## config.mk

```make
export PLATFORM = sky130hd
export DESIGN_NAME = cpu_sequencer
export DESIGN_NICKNAME = d
export VERILOG_FILES = /design/src/rtl/cpu_seq_pkg.sv /design/src/rtl/seq_watchdog.sv /design/src/rtl/cpu_sequencer.sv
export SDC_FILE = /design/constraint.sdc
export NUM_CORES = 1
export LEC_CHECK = 0
export CAP_MARGIN = 25
export CORE_MARGIN = 2
export CORE_UTILIZATION = 25
export DETAILED_ROUTE_END_ITERATION = 16
export HOLD_SLACK_MARGIN = 0.06
export PLACE_DENSITY = 0.59
export RECOVER_POWER = 100
export SYNTH_ARGS = -nofsm -noshare
export SYNTH_HDL_FRONTEND = slang
export SYNTH_SLANG_ARGS = --single-unit
```

## constraint.sdc

```tcl
create_clock -name i_clk -period 5.1 [get_ports i_clk]
set_clock_uncertainty 0.05 [all_clocks]
set_input_delay 1.02 -clock i_clk [delete_from_list [all_inputs] [get_ports i_clk]]
set_output_delay 1.02 -clock i_clk [all_outputs]
set_load 0.05 [all_outputs]
```

## src/rtl/cpu_seq_pkg.sv

```systemverilog
// Shared types and constants for the CPU program sequencer.
package cpu_seq_pkg;

  typedef enum logic [2:0] {
    S_IDLE,
    S_FETCH,
    S_ISSUE,
    S_IMM,
    S_WAIT,
    S_HALTED,
    S_ERROR
  } state_t;

  localparam logic [2:0] OP_MVI    = 3'b001;
  localparam logic [8:0] HALT_WORD = 9'h1FF;

  // Instruction word fields: [8:6] opcode, [5:3] X, [2:0] Y
  localparam int OPC_MSB = 8;
  localparam int OPC_LSB = 6;
  localparam int X_MSB   = 5;
  localparam int X_LSB   = 3;
  localparam int Y_MSB   = 2;
  localparam int Y_LSB   = 0;

  function automatic logic [2:0] opcode_of(input logic [8:0] word);
    return word[OPC_MSB:OPC_LSB];
  endfunction

endpackage

```

## src/rtl/seq_watchdog.sv

```systemverilog
// Cycle watchdog for the sequencer: expires on the TIMEOUT-th consecutive enabled cycle.
module seq_watchdog #(
  parameter int TIMEOUT = 31
) (
  input  logic i_clk,
  input  logic i_rst_n,
  input  logic i_clear,
  input  logic i_enable,
  output logic o_expired
);

  localparam int CNT_W = $clog2(TIMEOUT + 1);

  logic [CNT_W-1:0] r_cnt;

  always_ff @(posedge i_clk or negedge i_rst_n) begin
    if (!i_rst_n) begin
      r_cnt <= '0;
    end else if (i_clear) begin
      r_cnt <= '0;
    end else if (i_enable && (r_cnt != CNT_W'(TIMEOUT))) begin
      r_cnt <= r_cnt + 1'b1;
    end
  end

  assign o_expired = i_enable && (r_cnt == CNT_W'(TIMEOUT - 1));

endmodule

```

## src/rtl/cpu_sequencer.sv

```systemverilog
// Program sequencer feeding DIN/run of the 9-bit CPU from a synchronous-read ROM.
// Optional Done watchdog enabled by defining CPU_SEQ_TIMEOUT_EN.
module cpu_sequencer
  import cpu_seq_pkg::*;
#(
  parameter int ADDR_W  = 6,
  parameter int TIMEOUT = 31
) (
  input  logic              i_clk,
  input  logic              i_rst_n,
  input  logic              i_start,
  input  logic              i_halt_req,
  output logic [ADDR_W-1:0] o_mem_addr,
  input  logic [8:0]        i_mem_rdata,
  output logic [8:0]        o_din,
  output logic              o_run,
  input  logic              i_done,
  output logic              o_busy,
  output logic              o_halted,
  output logic              o_error,
  output logic [ADDR_W-1:0] o_pc,
  output logic [15:0]       o_retired
);

  state_t              r_state;
  state_t              w_state_next;
  logic [ADDR_W-1:0]   r_pc;
  logic [ADDR_W-1:0]   w_pc_next;
  logic [15:0]         r_retired;
  logic [15:0]         w_retired_next;
  logic                r_is_mvi;
  logic                w_is_mvi_next;
  logic                r_busy;
  logic                r_halted;
  logic                w_retire;
  logic                w_expired;
  logic                w_in_exec;
  logic [ADDR_W:0]     w_step_sum;

  assign w_in_exec  = (r_state == S_IMM) || (r_state == S_WAIT);
  // Extra MSB catches the carry that marks running off the end of memory
  assign w_step_sum = {1'b0, r_pc} + (r_is_mvi ? (ADDR_W+1)'(2) : (ADDR_W+1)'(1));

`ifdef CPU_SEQ_TIMEOUT_EN
  logic r_error;

  seq_watchdog #(
    .TIMEOUT (TIMEOUT)
  ) u_watchdog (
    .i_clk     (i_clk),
    .i_rst_n   (i_rst_n),
    .i_clear   (!w_in_exec),
    .i_enable  (w_in_exec),
    .o_expired (w_expired)
  );

  always_ff @(posedge i_clk or negedge i_rst_n) begin
    if (!i_rst_n) begin
      r_error <= 1'b0;
    end else begin
      r_error <= (w_state_next == S_ERROR);
    end
  end

  assign o_error = r_error;
`else
  assign w_expired = 1'b0;
  assign o_error   = 1'b0;
`endif

  always_comb begin
    w_state_next   = r_state;
    w_pc_next      = r_pc;
    w_retired_next = r_retired;
    w_is_mvi_next  = r_is_mvi;
    w_retire       = 1'b0;
    o_mem_addr     = r_pc;
    o_din          = 9'd0;
    o_run          = 1'b0;

    case (r_state)
      S_IDLE, S_HALTED, S_ERROR: begin
        if (i_start) begin
          w_pc_next      = '0;
          w_retired_next = '0;
          w_state_next   = S_FETCH;
        end
      end
      S_FETCH: begin
        w_state_next = S_ISSUE;
      end
      S_ISSUE: begin
        if (i_mem_rdata == HALT_WORD) begin
          w_state_next = S_HALTED;
        end else begin
          o_din = i_mem_rdata;
          o_run = 1'b1;
          if (opcode_of(i_mem_rdata) == OP_MVI) begin
            o_mem_addr    = r_pc + 1'b1;
            w_is_mvi_next = 1'b1;
            w_state_next  = S_IMM;
          end else begin
            w_is_mvi_next = 1'b0;
            w_state_next  = S_WAIT;
          end
        end
      end
      S_IMM: begin
        o_din = i_mem_rdata;
        if (i_done) begin
          w_retire = 1'b1;
        end else if (w_expired) begin
          w_state_next = S_ERROR;
        end else begin
          w_state_next = S_WAIT;
        end
      end
      S_WAIT: begin
        if (i_done) begin
          w_retire = 1'b1;
        end else if (w_expired) begin
          w_state_next = S_ERROR;
        end
      end
      default: begin
        w_state_next = S_IDLE;
      end
    endcase

    if (w_retire) begin
      w_retired_next = (r_retired == 16'hFFFF) ? r_retired : r_retired + 16'd1;
      w_pc_next      = w_step_sum[ADDR_W-1:0];
      w_state_next   = (i_halt_req || w_step_sum[ADDR_W]) ? S_HALTED : S_FETCH;
    end
  end

  always_ff @(posedge i_clk or negedge i_rst_n) begin
    if (!i_rst_n) begin
      r_state   <= S_IDLE;
      r_pc      <= '0;
      r_retired <= '0;
      r_is_mvi  <= 1'b0;
      r_busy    <= 1'b0;
      r_halted  <= 1'b0;
    end else begin
      r_state   <= w_state_next;
      r_pc      <= w_pc_next;
      r_retired <= w_retired_next;
      r_is_mvi  <= w_is_mvi_next;
      r_busy    <= (w_state_next != S_IDLE) && (w_state_next != S_HALTED) &&
                   (w_state_next != S_ERROR);
      r_halted  <= (w_state_next == S_HALTED);
    end
  end

  assign o_busy    = r_busy;
  assign o_halted  = r_halted;
  assign o_pc      = r_pc;
  assign o_retired = r_retired;

endmodule
```

==> impl_metrics.json, run 1 <==
{
  "max_freq_ghz": 0.209,
  "cts_sinks": 28,
  "drv_cap": 1,
  "syn_to_final_growth_pct": 34.7,
  "seq_area_frac_synth": 0.373,
  "critPathSlowestCell": "dlygate4sd3_1",
  "rsz0062_at_grt": "no",
  "arrival_ns": 3.71,
  "p_int_mw": 0.481,
  "clkLatencyLatePin_ns": 0.28,
  "ios": 55,
  "setup_ws_ns": 0.321,
  "totalNegativeSetupSlack_ns": 0,
  "drcViolationCount": 0,
  "n_antenna_cell": 0,
  "ys_ff_latch": 28,
  "first_pass_iters": 4,
  "core-area_mm2": 0.00725,
  "timing.final.crit_share": 0.937,
  "drive_above_1_share": 0.0444,
  "clockRootBuffer": "clkbuf_8",
  "clk_pin_slew_ns": 0.10,
  "dp_worst_setup_slack_ns": 0.386,
  "routed_wl_mm": 4.93,
  "crit_path_frequent_cell": "dlygate4sd3_1",
  "drtIter0Drc": 100,
  "dieArea_mm2": 0.00822,
  "gp_congestion": 0.756,
  "synth-main-ff-cell": "dfrtp_1",
  "netlist_instances": 223,
  "worstSetupPathType": "input pin to output pin",
  "ir_drop_v": 0.000141,
  "leakagePower_nw": 1.10,
  "fillCellCount": 771,
  "min-delay-path-class": "flop to flop",
  "period_minus_slack_ns": 4.78,
  "violations": "capacitance limit, slew limit",
  "clk_path_buf_depth": 2,
  "ff_latch_area_um2": 701,
  "dpl.hpwl_mm": 3.68,
  "initial_core_util": 0.259,
  "setup_viol": 0,
  "start_kind": "input pin",
  "final_area_mm2": 0.00253,
  "viasPerCell": 4.91,
  "utilization": 0.349,
  "syn_area_mm2": 0.00188,
  "synth_fp_nets": 242,
  "postCtsSetupBuffers": 0,
  "p_seq_frac": 0.340,
  "wl_per_cell_um": 13.4,
  "cp.required_ns": 4.03,
  "slew_headroom": -0.0634,
  "grt_pass1_wl_mm": 8.56,
  "h-tree-depth": 1,
  "syn_area_per_cell_um2": 8.42,
  "async_flop_share": 1.00,
  "cp_slowest_stage_delay_ns": 0.89,
  "rows": 31,
  "crit_fanout": 6,
  "multi_input_area_mm2": 0.00108,
  "final_antenna_net_count": 0,
  "tritoncts": "done",
  "io_buffers": 53,
  "power_density_mw_per_mm2": 371,
  "die_width_um": 90.6,
  "vias": 1810,
  "antenna_found_initial": 0,
  "swShare": 0.488,
  "cts_resized": 0,
  "nNetsFinal": 290,
  "grt_pass1_vias": 1755,
  "grt_max_degree": 29,
  "placed_cell_area_mm2": 0.00248,
  "power_frac_comb": 0.506,
  "end_kind": "output pin",
  "switching_power_mw": 0.458,
  "gr-total-overflow": 0,
  "cts_buffers": 3,
  "grtUsageTotal": 0.123,
  "p_total_mw": 0.939,
  "die_y_um": 90.6,
  "synth.yosys.warnings": 0,
  "hold_buffers": 0,
  "pwr-share-clk": 0.154,
  "finalHoldViolations": 0,
  "tightestPinTransition_ns": 1.60,
  "cp_cell_sequence": "dlygate4sd3_1 -> or3b_2 -> nor3_2 -> nand4_1 -> xnor2_1 -> dlygate4sd3_1",
  "ys_types": 45,
  "slew_violations": 29,
  "status": "complete, but fails checks",
  "synth-edff-count": 0
}
[cells in the final DEF, fill, tap and decap left out, types with 8 or more instances in the layout]
master	synthesis	layout
dlygate4sd3_1	0	41
dfrtp_1	28	28
nand3_1	11	11
or3_1	8	8
nor3_1	8	8
inv_1	8	8
and2_1	9	9
clkdlybuf4s50_1	0	11
a21oi_1	18	18
nand2_1	25	25
o21ai_0	17	18
[critical path, delay by kind of cell]
kind / cells / cell delay (ns)
XOR/XNOR: 1 / 0.15
buffers and inverters: 2 / 1.47
AND/OR/NAND/NOR: 3 / 1.07
[layout make-up]
cell class,count,share of cell area
multi-input combinational,175,0.429
inverter,8,0.0119
tap,99,0.0490
sequential,28,0.277
timing repair buffer,55,0.212
clock buffer,4,0.0218
[power by group through the flow]
stage                     clock [mW]  sequential, mW  combinational [mW]
after floorplan                    0           0.351               0.329
after CTS                      0.152           0.319               0.495
after global placement             0           0.324               0.490
after global routing           0.159           0.329               0.521
after detailed placement           0           0.324               0.495
final                          0.144           0.320               0.475
[cell usage after synthesis (all sizes together), types with 3 or more instances]
master / n / area, um^2
buf: 6 / 40.0
inv: 8 / 30.0
nand2: 25 / 93.8
dfrtp: 28 / 701
clkbuf: 6 / 22.5
xor2: 3 / 26.3
ha: 4 / 50.1
o211ai: 5 / 37.5
o31ai: 7 / 52.6
a21oi: 18 / 90.1
and3: 3 / 18.8
nand3: 11 / 55.1
nor2: 7 / 26.3
nor3: 9 / 50.1
or3: 8 / 50.1
or4: 7 / 52.6
xnor2: 5 / 43.8
nand4: 5 / 31.3
and2: 9 / 56.3
o21ai: 21 / 109
[metrics by stage]
stage,cells,hold WS [ns]
global route,369,0.566
finish,369,0.522
floorplan,223,0.523
global placement,365,0.497
CTS,369,0.535
detailed placement,365,0.506
[kinds of logic (layout without fill, tap and decap cells)]
kind of cell    Yosys count  after routing  share of synthesized area
simple gates             97             97                      0.289
compound gates           62             62                      0.201
flops                    28             28                      0.373
buf+inv                  20             67                     0.0493
xor+xnor                  8              8                     0.0373
fa+ha+maj                 5              5                     0.0373
mux                       2              2                     0.0113
other cells               1              1                    0.00200
[state kept, by name, indices dropped and copies added, names as in the netlist]
name       count
o_halted       1
r_state        3
o_busy         1
o_pc           6
r_is_mvi       1
o_retired     16
[per-layer routing]
metal	track usage	vias to the layer above	part of all wire
met1	0.176	866	0.50
met2	0.194	31	0.46
li1	-	909	-
met3	0.0192	4	0.028
met5	0	-	0
met4	0.0321	0	0.011
[path summary, 6_finish.rpt]
path	cells after the start	end	slack, ns	startpoint
worst max-delay path	6	o_mem_addr[4]	0.32	i_mem_rdata[6]
worst min-delay path	2	o_retired[1]$_DFFE_PN0P_	0.52	o_retired[1]$_DFFE_PN0P_
worst max register to register	5	o_retired[5]$_DFFE_PN0P_	1.97	r_state[0]$_DFF_PN0_
worst min register to register	2	o_retired[1]$_DFFE_PN0P_	0.52	o_retired[1]$_DFFE_PN0P_
max in group asynchronous	2	r_state[1]$_DFF_PN0_	2.47	i_rst_n
min in group asynchronous	2	o_retired[15]$_DFFE_PN0P_	1.61	i_rst_n
No activity file was read; power rests on OpenSTA's default activity.
==> run 2, diff against run 1 <==
--- a/config.mk
+++ b/config.mk
@@ -14,4 +14,5 @@
 export RECOVER_POWER = 100
 export SYNTH_ARGS = -nofsm -noshare
 export SYNTH_HDL_FRONTEND = slang
+export SYNTH_HIERARCHICAL = 1
 export SYNTH_SLANG_ARGS = --single-unit
==> results of run 2 <==
Final layout, timing and power as in run 1 (identical DEF).
Among the figures that moved: Yosys warning count 0 -> 6
==> run 3, diff against run 2 <==
--- a/config.mk
+++ b/config.mk
@@ -8,6 +8,8 @@
 export CAP_MARGIN = 25
 export CORE_MARGIN = 2
 export CORE_UTILIZATION = 25
+export CTS_CLUSTER_DIAMETER = 120
+export CTS_CLUSTER_SIZE = 16
 export DETAILED_ROUTE_END_ITERATION = 16
 export HOLD_SLACK_MARGIN = 0.06
 export PLACE_DENSITY = 0.59
==> constraint.sdc (replaced) <==
create_clock -name i_clk -period 4.9 [get_ports i_clk]
set_clock_uncertainty 0.05 [all_clocks]
set_input_delay 0.98 -clock i_clk [delete_from_list [all_inputs] [get_ports i_clk]]
set_output_delay 0.98 -clock i_clk [all_outputs]
set_load 0.05 [all_outputs]
==> impl_metrics.json, run 3 <==
{
  "first_pass_iters": 3,
  "status": "complete, but fails checks",
  "violations": "capacitance limit, slew limit",
  "tightestPinTransition_ns": 1.58,
  "final_antenna_net_count": 0,
  "finalHoldViolations": 0,
  "crit_fanout": 6,
  "routed_wl_mm": 4.96,
  "wl_per_cell_um": 13.4,
  "grtUsageTotal": 0.122,
  "timing.final.crit_share": 0.945,
  "grt_pass1_wl_mm": 8.41,
  "yosys-top-cells-count": "28 x dfrtp_1, 25 x nand2_1, 18 x a21oi_1, 17 x o21ai_0, 11 x nand3_1",
  "worstSetupPathType": "input pin to output pin",
  "drcViolationCount": 0,
  "clk_pin_slew_ns": 0.10,
  "async_flop_share": 1.00,
  "slew_violations": 29,
  "synth_fp_nets": 242,
  "gp_congestion": 0.730,
  "netlist.area_leader.share": 0.373,
  "grt_max_degree": 29,
  "syn_to_final_growth_pct": 34.1,
  "switching_power_mw": 0.475,
  "cts_sinks": 28,
  "arrival_ns": 3.60,
  "power_frac_comb": 0.507,
  "period_minus_slack_ns": 4.63,
  "swShare": 0.487,
  "slew_headroom": -0.0519,
  "seq_area_frac_synth": 0.373,
  "largest_reg_flops": 16,
  "synth-edff-count": 0,
  "dp.cells": 365,
  "clockRootBuffer": "clkbuf_8",
  "viasPerCell": 4.85,
  "leakagePower_nw": 1.09,
  "synth_top_cell_by_area": "dfrtp_1",
  "core-area_mm2": 0.00725,
  "yosysMostFrequentCell": "dfrtp_1",
  "pwr-share-clk": 0.154,
  "p_seq_frac": 0.339,
  "gr-total-overflow": 0,
  "p_int_mw": 0.500,
  "synth-main-ff-cell": "dfrtp_1",
  "hold_buffers": 0,
  "netlist_instances": 223,
  "synth.yosys.warnings": 6,
  "final_common_cell": "dlygate4sd3_1",
  "layout_common_cells": "40 x dlygate4sd3_1, 28 x dfrtp_1, 25 x nand2_1, 18 x a21oi_1, 18 x o21ai_0",
  "max_freq_ghz": 0.216,
  "syn_area_mm2": 0.00188,
  "die_width_um": 90.6,
  "drtIter0Drc": 111,
  "grt_pass1_vias": 1743,
  "nNetsFinal": 290,
  "min-delay-path-class": "flop to flop",
  "multi_input_area_mm2": 0.00108,
  "initial_core_util": 0.259,
  "clk_path_buf_depth": 2,
  "vias": 1790,
  "totalNegativeSetupSlack_ns": 0,
  "cts_buffers": 3,
  "dieArea_mm2": 0.00822,
  "fin_cells": 369,
  "fillCellCount": 768,
  "clkLatencyLatePin_ns": 0.28,
  "drv_cap": 1,
  "ys_types": 45,
  "ys_top_cells_by_area": "dfrtp_1 37%, nand2_1 5.0%, a21oi_1 4.8%, o21ai_0 4.5%, and2_1 3.0%",
  "power_density_mw_per_mm2": 387,
  "antenna_found_initial": 0,
  "io_buffers": 53,
  "ir_drop_v": 0.000131,
  "die_y_um": 90.6,
  "ff_latch_area_um2": 701,
  "ys_ff_latch": 28,
  "rows": 31,
  "n_antenna_cell": 0,
  "dpl.hpwl_mm": 3.69,
  "start_kind": "input pin",
  "setup_viol": 0,
  "drive_above_1_share": 0.0444,
  "postCtsSetupBuffers": 0,
  "cp.required_ns": 3.87,
  "tritoncts": "done",
  "rsz0062_at_grt": "no",
  "syn_area_per_cell_um2": 8.42,
  "h-tree-depth": 1,
  "ios": 55,
  "end_kind": "output pin",
  "cts_resized": 0
}
-- run 3: cell type report --
cell class	instances	area share
Inverter	8	0.0119
Timing Repair Buffer	55	0.208
Multi-Input combinational cell	175	0.431
Sequential cell	28	0.278
Tap cell	99	0.0492
Clock buffer	4	0.0219
-- run 3: logic make-up (layout without fill, tap and decap cells) --
family          Yosys count  in the layout  synth area share
xor+xnor                  8              8            0.0373
buf+inv                  20             67            0.0493
compound gates           62             62             0.201
fa+ha+maj                 5              5            0.0373
mux                       2              2            0.0113
other cells               1              1           0.00200
simple gates             97             97             0.289
flops                    28             28             0.373
-- run 3: worst max-delay path, cell delays in order --
cell and delay [ns]:
dlygate4sd3_1 0.57, or3b_2 0.51, nor3_2 0.39, nand2_1 0.13, xnor2_1 0.14, dlygate4sd3_1 0.88
-- run 3: power groups by stage --
stage                     Combinational, mW  Clock (mW)  Sequential (mW)
after CTS                             0.516       0.158            0.332
after global placement                0.508           0            0.337
after detailed placement              0.515           0            0.337
after floorplan                       0.342           0            0.366
after global routing                  0.539       0.166            0.342
final                                 0.494       0.151            0.331
-- run 3: path summary, 6_finish.rpt --
path	start	to	depth (start not counted)	slack, ns
worst max register to register	r_state[0]$_DFF_PN0_	o_retired[5]$_DFFE_PN0P_	5	1.98
worst min-delay path	o_retired[1]$_DFFE_PN0P_	o_retired[1]$_DFFE_PN0P_	2	0.51
min in group asynchronous	i_rst_n	o_retired[14]$_DFFE_PN0P_	2	1.56
max in group asynchronous	i_rst_n	r_state[1]$_DFF_PN0_	2	2.32
worst max-delay path	i_mem_rdata[6]	o_mem_addr[2]	6	0.27
worst min register to register	o_retired[1]$_DFFE_PN0P_	o_retired[1]$_DFFE_PN0P_	2	0.51
-- run 3: per-layer routing --
metal  track usage  vias to the layer above  share of wire
li1              -                      914              -
met1         0.164                      846           0.49
met2         0.200                       24           0.47
met3        0.0209                        6          0.030
met4        0.0346                        0          0.013
met5             0                        -              0
-- run 3: metrics by stage --
stage / util / power [mW] / cell area [um^2] / setup slack [ns] / hold slack, ns
floorplan: - / 0.708 / 1880 / 1.01 / 0.523
global placement: 0.341 / 0.845 / 2480 / 0.426 / 0.491
detailed placement: 0.341 / 0.851 / 2480 / 0.389 / 0.497
CTS: 0.349 / 1.01 / 2530 / 0.385 / 0.526
global route: 0.347 / 1.05 / 2520 / 0.165 / 0.540
finish: 0.347 / 0.975 / 2520 / 0.269 / 0.508
